### config.mk
export PLATFORM = sky130hd
export DESIGN_NAME = pc_fetch_unit
export DESIGN_NICKNAME = d
export VERILOG_FILES = /design/src/rtl/pc_fetch_unit.sv
export SDC_FILE = /design/constraint.sdc
export NUM_CORES = 1
export LEC_CHECK = 0
export CORE_MARGIN = 5
export CORE_UTILIZATION = 48
export CTS_CLUSTER_DIAMETER = 120
export CTS_CLUSTER_SIZE = 25
export DETAILED_ROUTE_END_ITERATION = 10
export MAX_ROUTING_LAYER = met4
export PLACE_DENSITY = 0.81
export SLEW_MARGIN = 25
export SYNTH_ARGS = -nofsm -noshare
export SYNTH_HDL_FRONTEND = slang
export SYNTH_SLANG_ARGS = --single-unit
### constraint.sdc
create_clock -name clk -period 2.8 [get_ports clk]
set_input_delay 0.42 -clock clk [delete_from_list [all_inputs] [get_ports clk]]
set_output_delay 0.42 -clock clk [all_outputs]
set_load 0.02 [all_outputs]
### src/rtl/pc_fetch_unit.sv
// -----------------------------------------------------------------------------
// pc_fetch_unit
//
// Instruction fetch sequencer for a single-ported instruction ROM with one
// cycle of read latency. It owns the fetch PC, issues ROM reads, and tracks
// which PC the word on the ROM data output belongs to. Redirects come from
// branch, jump or exception logic. A fetch from an address that is misaligned
// or outside the ROM parks the unit in HALT with a sticky fault. Only reset
// leaves HALT.
//
// Parameters
//   RESET_PC        byte address of the first instruction fetched after reset
//   IM_WORDS        number of 32-bit words in the instruction ROM
//
// Ports
//   clk             sole clock, rising edge
//   rst             synchronous, active-high reset; overrides all other inputs
//   stall           downstream cannot accept; fetch state is held
//   redirect_valid  redirect request this cycle; takes priority over stall
//   redirect_target byte address to fetch from after the redirect
//   im_ce           ROM read enable
//   im_addr         ROM word address (fetch_pc[15:2])
//   if_pc           PC of the word currently on the ROM data output
//   if_pc4          if_pc + 4
//   if_valid        ROM data output holds a live instruction for if_pc
//   fetch_fault     sticky fault: misaligned or out-of-range fetch
//   fault_pc        address that raised fetch_fault
//   fetch_count     ROM reads issued since reset, wraps modulo 2^32
// -----------------------------------------------------------------------------
module pc_fetch_unit #(
    parameter logic [31:0] RESET_PC = 32'h0000_3000,
    parameter int unsigned IM_WORDS = 2048
) (
    input  logic        clk,
    input  logic        rst,
    input  logic        stall,
    input  logic        redirect_valid,
    input  logic [31:0] redirect_target,
    output logic        im_ce,
    output logic [13:0] im_addr,
    output logic [31:0] if_pc,
    output logic [31:0] if_pc4,
    output logic        if_valid,
    output logic        fetch_fault,
    output logic [31:0] fault_pc,
    output logic [31:0] fetch_count
);

    // The bounds are 33 bits wide so that a ROM ending at 2^32 does not wrap.
    // A fetch_pc that wraps past 0xFFFF_FFFC then lands below RANGE_LO and
    // is caught as out of range.
    localparam logic [32:0] RANGE_LO = {1'b0, RESET_PC};
    localparam logic [32:0] RANGE_HI = {1'b0, RESET_PC} + (33'(IM_WORDS) << 2);

    typedef enum logic {
        RUN  = 1'b0,
        HALT = 1'b1
    } state_t;

    state_t      state,       state_n;
    logic [31:0] fetch_pc,    fetch_pc_n;
    logic [31:0] if_pc_n;
    logic        if_valid_n;
    logic        fetch_fault_n;
    logic [31:0] fault_pc_n;
    logic [31:0] fetch_count_n;
    logic        in_range;

    assign in_range = ({1'b0, fetch_pc} >= RANGE_LO) &&
                      ({1'b0, fetch_pc} <  RANGE_HI) &&
                      (fetch_pc[1:0] == 2'b00);

    assign im_addr = fetch_pc[15:2];
    assign if_pc4  = if_pc + 32'd4;

    // A read issues only when it would complete: running, not in reset, not
    // stalled, not being redirected, and the address is legal. Stalling with
    // im_ce low is also what holds the ROM output steady.
    assign im_ce = (state == RUN) && !rst && !stall && !redirect_valid && in_range;

    // Next-state and next-register logic.
    always_comb begin
        // NOTE: every signal assigned in this block gets a default first, so
        // no path leaves a value unassigned and no latch is inferred.
        state_n       = state;
        fetch_pc_n    = fetch_pc;
        if_pc_n       = if_pc;
        if_valid_n    = if_valid;
        fetch_fault_n = fetch_fault;
        fault_pc_n    = fault_pc;
        fetch_count_n = fetch_count;

        unique case (state)
            RUN: begin
                if (redirect_valid) begin
                    // The word in flight belongs to the old path, so kill it.
                    fetch_pc_n = redirect_target;
                    if_valid_n = 1'b0;
                end else if (!stall) begin
                    if (in_range) begin
                        fetch_pc_n    = fetch_pc + 32'd4;
                        if_pc_n       = fetch_pc;
                        if_valid_n    = 1'b1;
                        fetch_count_n = fetch_count + 32'd1;
                    end else begin
                        // The fault is raised only when a fetch would
                        // actually issue, never while stalled.
                        state_n       = HALT;
                        fetch_fault_n = 1'b1;
                        fault_pc_n    = fetch_pc;
                        if_valid_n    = 1'b0;
                    end
                end
            end
            HALT: begin
                if_valid_n = 1'b0;
            end
        endcase
    end

    // Register update with synchronous reset.
    always_ff @(posedge clk) begin
        // NOTE: state registers use non-blocking assignments, so all of them
        // update together from values computed before the edge.
        if (rst) begin
            state       <= RUN;
            fetch_pc    <= RESET_PC;
            if_pc       <= RESET_PC;
            if_valid    <= 1'b0;
            fetch_fault <= 1'b0;
            fault_pc    <= 32'd0;
            fetch_count <= 32'd0;
        end else begin
            state       <= state_n;
            fetch_pc    <= fetch_pc_n;
            if_pc       <= if_pc_n;
            if_valid    <= if_valid_n;
            fetch_fault <= fetch_fault_n;
            fault_pc    <= fault_pc_n;
            fetch_count <= fetch_count_n;
        end
    end

endmodule
==> parameters.txt <==
Parameter                              Value

Outcome
  Outcome ... completed

Clock tree
  TritonCTS clock tree ... built
  H-tree lvl count ... 4
  Number of clock sinks ... 131
  Master cell of the clock root buffer ... sky130_fd_sc_hd__clkbuf_16
  TritonCTS buffer count ... 17
  Maximum buffer depth of the clock tree ... 2
  Number of hold buffers added after CTS ... 0
  Clock Latency Late Sink ... 0.43 ns
  Clock-pin slew on the worst setup and hold paths ... around 0.060 ns

Timing
  Slew margin rel. ... 0.396
  Fraction of the cycle the final worst path needs ... 0.974
  Post-layout min period ... around 2.7 ns
  Hold Fails Final Rpt ... 0
  Worst Max-Slew Pin Slew ... approximately 0.90 ns
  Post-Route Setup TNS ... 0 ns
  Count of endpoints failing setup in the final report ... 0
  Max Clock Skew ... between 0.01 and 0.015 ns
  Maximum operating frequency ... 0.367 GHz
  Least setup slack across all paths after layout ... 0.0731 ns
  Max-slew violation count ... 0

Floorplanning
  Effective utilization at floorplan ... 0.483
  Overall die height ... 125 µm
  Overall die width ... around 120 µm
  I/O pin count ... 181
  Floorplan row count ... between 40 and 50
  CORE AREA ... between 10000 and 15000 µm²
  Die footprint ... ~16000 µm²

Route
  Initial drt markers ... 560
  Drt first pass iters ... 5
  Wire per inst ... 16.0 µm
  Post-route DRC ... 0
  Final ANT Viol Nets ... 0
  Post-detailed-route via-to-cell ratio ... 5.53
  Vias post-DR ... 6253
  Wire length reported by the detailed router ... between 15 and 20 mm

Global route
  Largest net degree at the start of global routing ... 70
  Wire length of the first global-routing pass ... 29.8 mm
  Overflow after GRT ... 0
  Initial antenna violation count ... 0
  Number of global-route vias before repair ... a little under 6000
  Global router's overall resource usage ... 0.237

Place
  Routability-driven placement congestion ratio ... 0.862
  HPWL after detailed placement ... 12.8 mm
  Placed Area ... 8270 µm²
  Count of buffers from port buffering ... 180
  Post-placement worst setup slack ... around 0.18 ns

Yosys
  Number of instances in the synthesized netlist ... 772
  Synthesized area ... ~6300 µm²
  Seq cells post-synth ... around 130
  Number of distinct library cells after synthesis ... 53
  Post-Syn Nets ... 812
  Sequential share of the synthesized area ... 0.415
  Yosys synthesis warning count ... 0
  Post-synth EDFFs ... 0
  Post-Syn Area per Cell ... 8.19 µm²
  Main synth FF type ... sky130_fd_sc_hd__dfxtp_1
  FFs w/ async S/R, synth ... 0

Cells and area
  Final core area utilization ... 0.676
  Most frequent standard cell in the layout excluding fill and tap cells ... sky130_fd_sc_hd__clkdlybuf4s50_1
  Number of nets in the layout ... 981
  Share of cells above drive strength 1 ... 0.0901
  Post-route cell area ... 8850 µm²
  Commonest non-fill, non-tap cells in the layout ... 160 x sky130_fd_sc_hd__clkdlybuf4s50_1, 130 x sky130_fd_sc_hd__dfxtp_1, 127 x sky130_fd_sc_hd__nand2_1, 64 x sky130_fd_sc_hd__nor2_1, 64 x sky130_fd_sc_hd__a21oi_1
  Ant. Diodes ... 0
  Layout area overhead ... 39.9%

Worst setup path
  Worst setup EP type ... primary output
  Type of element launching the critical path ... flop
  Critical path arrival ... approximately 2.3 ns
  Worst Setup Path Type ... flop to primary output
  Critical path required time ... 2.38 ns
  Largest fanout on the critical path ... 7

Worst hold path
  Worst min-delay path class ... flop to flop

Pwr
  Power density cells ... 527 nW/µm²
  Static Leakage ... 3.17 nW
  Worst-case vdd ir drop ... 305 µV

Run
  Total of max-cap violations ... 0
-- logic make-up after synthesis --
logic type / count (synthesis) / share of synthesized area
simple gates: 360 / 0.293
compound gates: 144 / 0.144
flops: 131 / 0.415
buf+inv: 76 / 0.0578
xor+xnor: 41 / 0.0568
mux: 16 / 0.0257
fa+ha+maj: 4 / 0.00791
-- flip-flops by register name, summed over array words and instances, names as in the netlist --
signal and cells:
state 1, fetch_pc 32, if_pc 32, if_valid 1, fetch_fault 1, fetch_count 32
fault_pc 32
-- stage by stage --
| stage | total power [mW] | hold WS, ns | cells |
|---|---|---|---|
| 5_1_grt | 4.82 | 0.467 | 1130 |
| 4_1_cts | 4.69 | 0.453 | 1129 |
| 2_1_floorplan | 2.30 | 0.454 | 772 |
| 6_report | 4.66 | 0.452 | 1130 |
| 3_3_place_gp | 2.48 | 0.443 | 1097 |
| 3_5_place_dp | 2.49 | 0.446 | 1097 |
-- what timing repair did --
item | 4_1_cts | 5_1_grt
pin swaps | 0 | 1
resized for setup | 20 | 13
buffers inserted | 0 | 1
setup endpoints to repair | 17 | 7
gates cloned | 0 | 0
-- metal layers --
metal	up-vias	part of all wire	track usage	routed length, µm
met4	0	0.019	0.0890	352
met5	-	0	-	0
li1	3052	-	-	-
met2	252	0.48	0.384	8720
met3	23	0.071	0.0545	1280
met1	2926	0.43	0.290	7770
-- critical path, cell delays in order (launching register included) --
cell and delay (ns):
sky130_fd_sc_hd__dfxtp_1 0.45, sky130_fd_sc_hd__and4_1 0.25, sky130_fd_sc_hd__and3_1 0.19, sky130_fd_sc_hd__and3_1 0.20
sky130_fd_sc_hd__xor2_1 0.17, sky130_fd_sc_hd__clkdlybuf4s50_1 0.63
-- layout make-up --
class / count / area, µm²
inverter: 15 / 56.3
clock buffer: 22 / 484
tap: 176 / 220
timing repair buffer: 211 / 2000
fill: 1062 / 4240
clock inverter: 10 / 105
multi-input combinational: 565 / 3360
sequential: 131 / 2620
-- cell usage after synthesis (3+ instances only) --
library cell / count / area, µm²
sky130_fd_sc_hd__a211oi_1: 4 / 30.0
sky130_fd_sc_hd__nand4b_1: 6 / 52.6
sky130_fd_sc_hd__buf_2: 4 / 20.0
sky130_fd_sc_hd__xnor2_1: 33 / 289
sky130_fd_sc_hd__xor2_1: 8 / 70.1
sky130_fd_sc_hd__nor2_1: 65 / 244
sky130_fd_sc_hd__inv_1: 15 / 56.3
sky130_fd_sc_hd__a22o_1: 15 / 131
sky130_fd_sc_hd__nor4_1: 18 / 113
sky130_fd_sc_hd__nor2b_1: 6 / 37.5
sky130_fd_sc_hd__clkbuf_1: 38 / 143
sky130_fd_sc_hd__ha_1: 4 / 50.1
sky130_fd_sc_hd__or4_1: 7 / 52.6
sky130_fd_sc_hd__dfxtp_1: 131 / 2620
sky130_fd_sc_hd__nand3_1: 28 / 140
sky130_fd_sc_hd__o41ai_1: 6 / 52.6
sky130_fd_sc_hd__or2_2: 3 / 18.8
sky130_fd_sc_hd__o31ai_1: 22 / 165
sky130_fd_sc_hd__or3_1: 7 / 43.8
sky130_fd_sc_hd__mux2i_1: 14 / 140
sky130_fd_sc_hd__and3_1: 10 / 62.6
sky130_fd_sc_hd__buf_4: 16 / 120
sky130_fd_sc_hd__and2_1: 24 / 150
sky130_fd_sc_hd__nand2b_1: 4 / 25.0
sky130_fd_sc_hd__a21oi_1: 65 / 325
sky130_fd_sc_hd__o21ai_0: 18 / 90.1
sky130_fd_sc_hd__nor3_1: 10 / 50.1
sky130_fd_sc_hd__and4_1: 11 / 96.3
sky130_fd_sc_hd__nand4_1: 21 / 131
sky130_fd_sc_hd__nand2_1: 127 / 477
-- worst paths after layout --
check                                  start         endpoint  slack (ns)  cells past startpoint
worst max register to register  fetch_pc[24]  fetch_count[23]        0.29                      7
worst max-delay path                if_pc[9]       if_pc4[14]        0.07                      5
worst min register to register  fault_pc[15]     fault_pc[15]        0.45                      2
worst min-delay path            fault_pc[15]     fault_pc[15]        0.45                      2
-- where the power goes --
| part | internal (mW) | switching (mW) | total (mW) |
|---|---|---|---|
| clock network | 1.39 | 0.812 | 2.20 |
| registers | 1.91 | 0.0639 | 1.97 |
| logic | 0.207 | 0.277 | 0.484 |
Power figures use the tool's default switching activity.
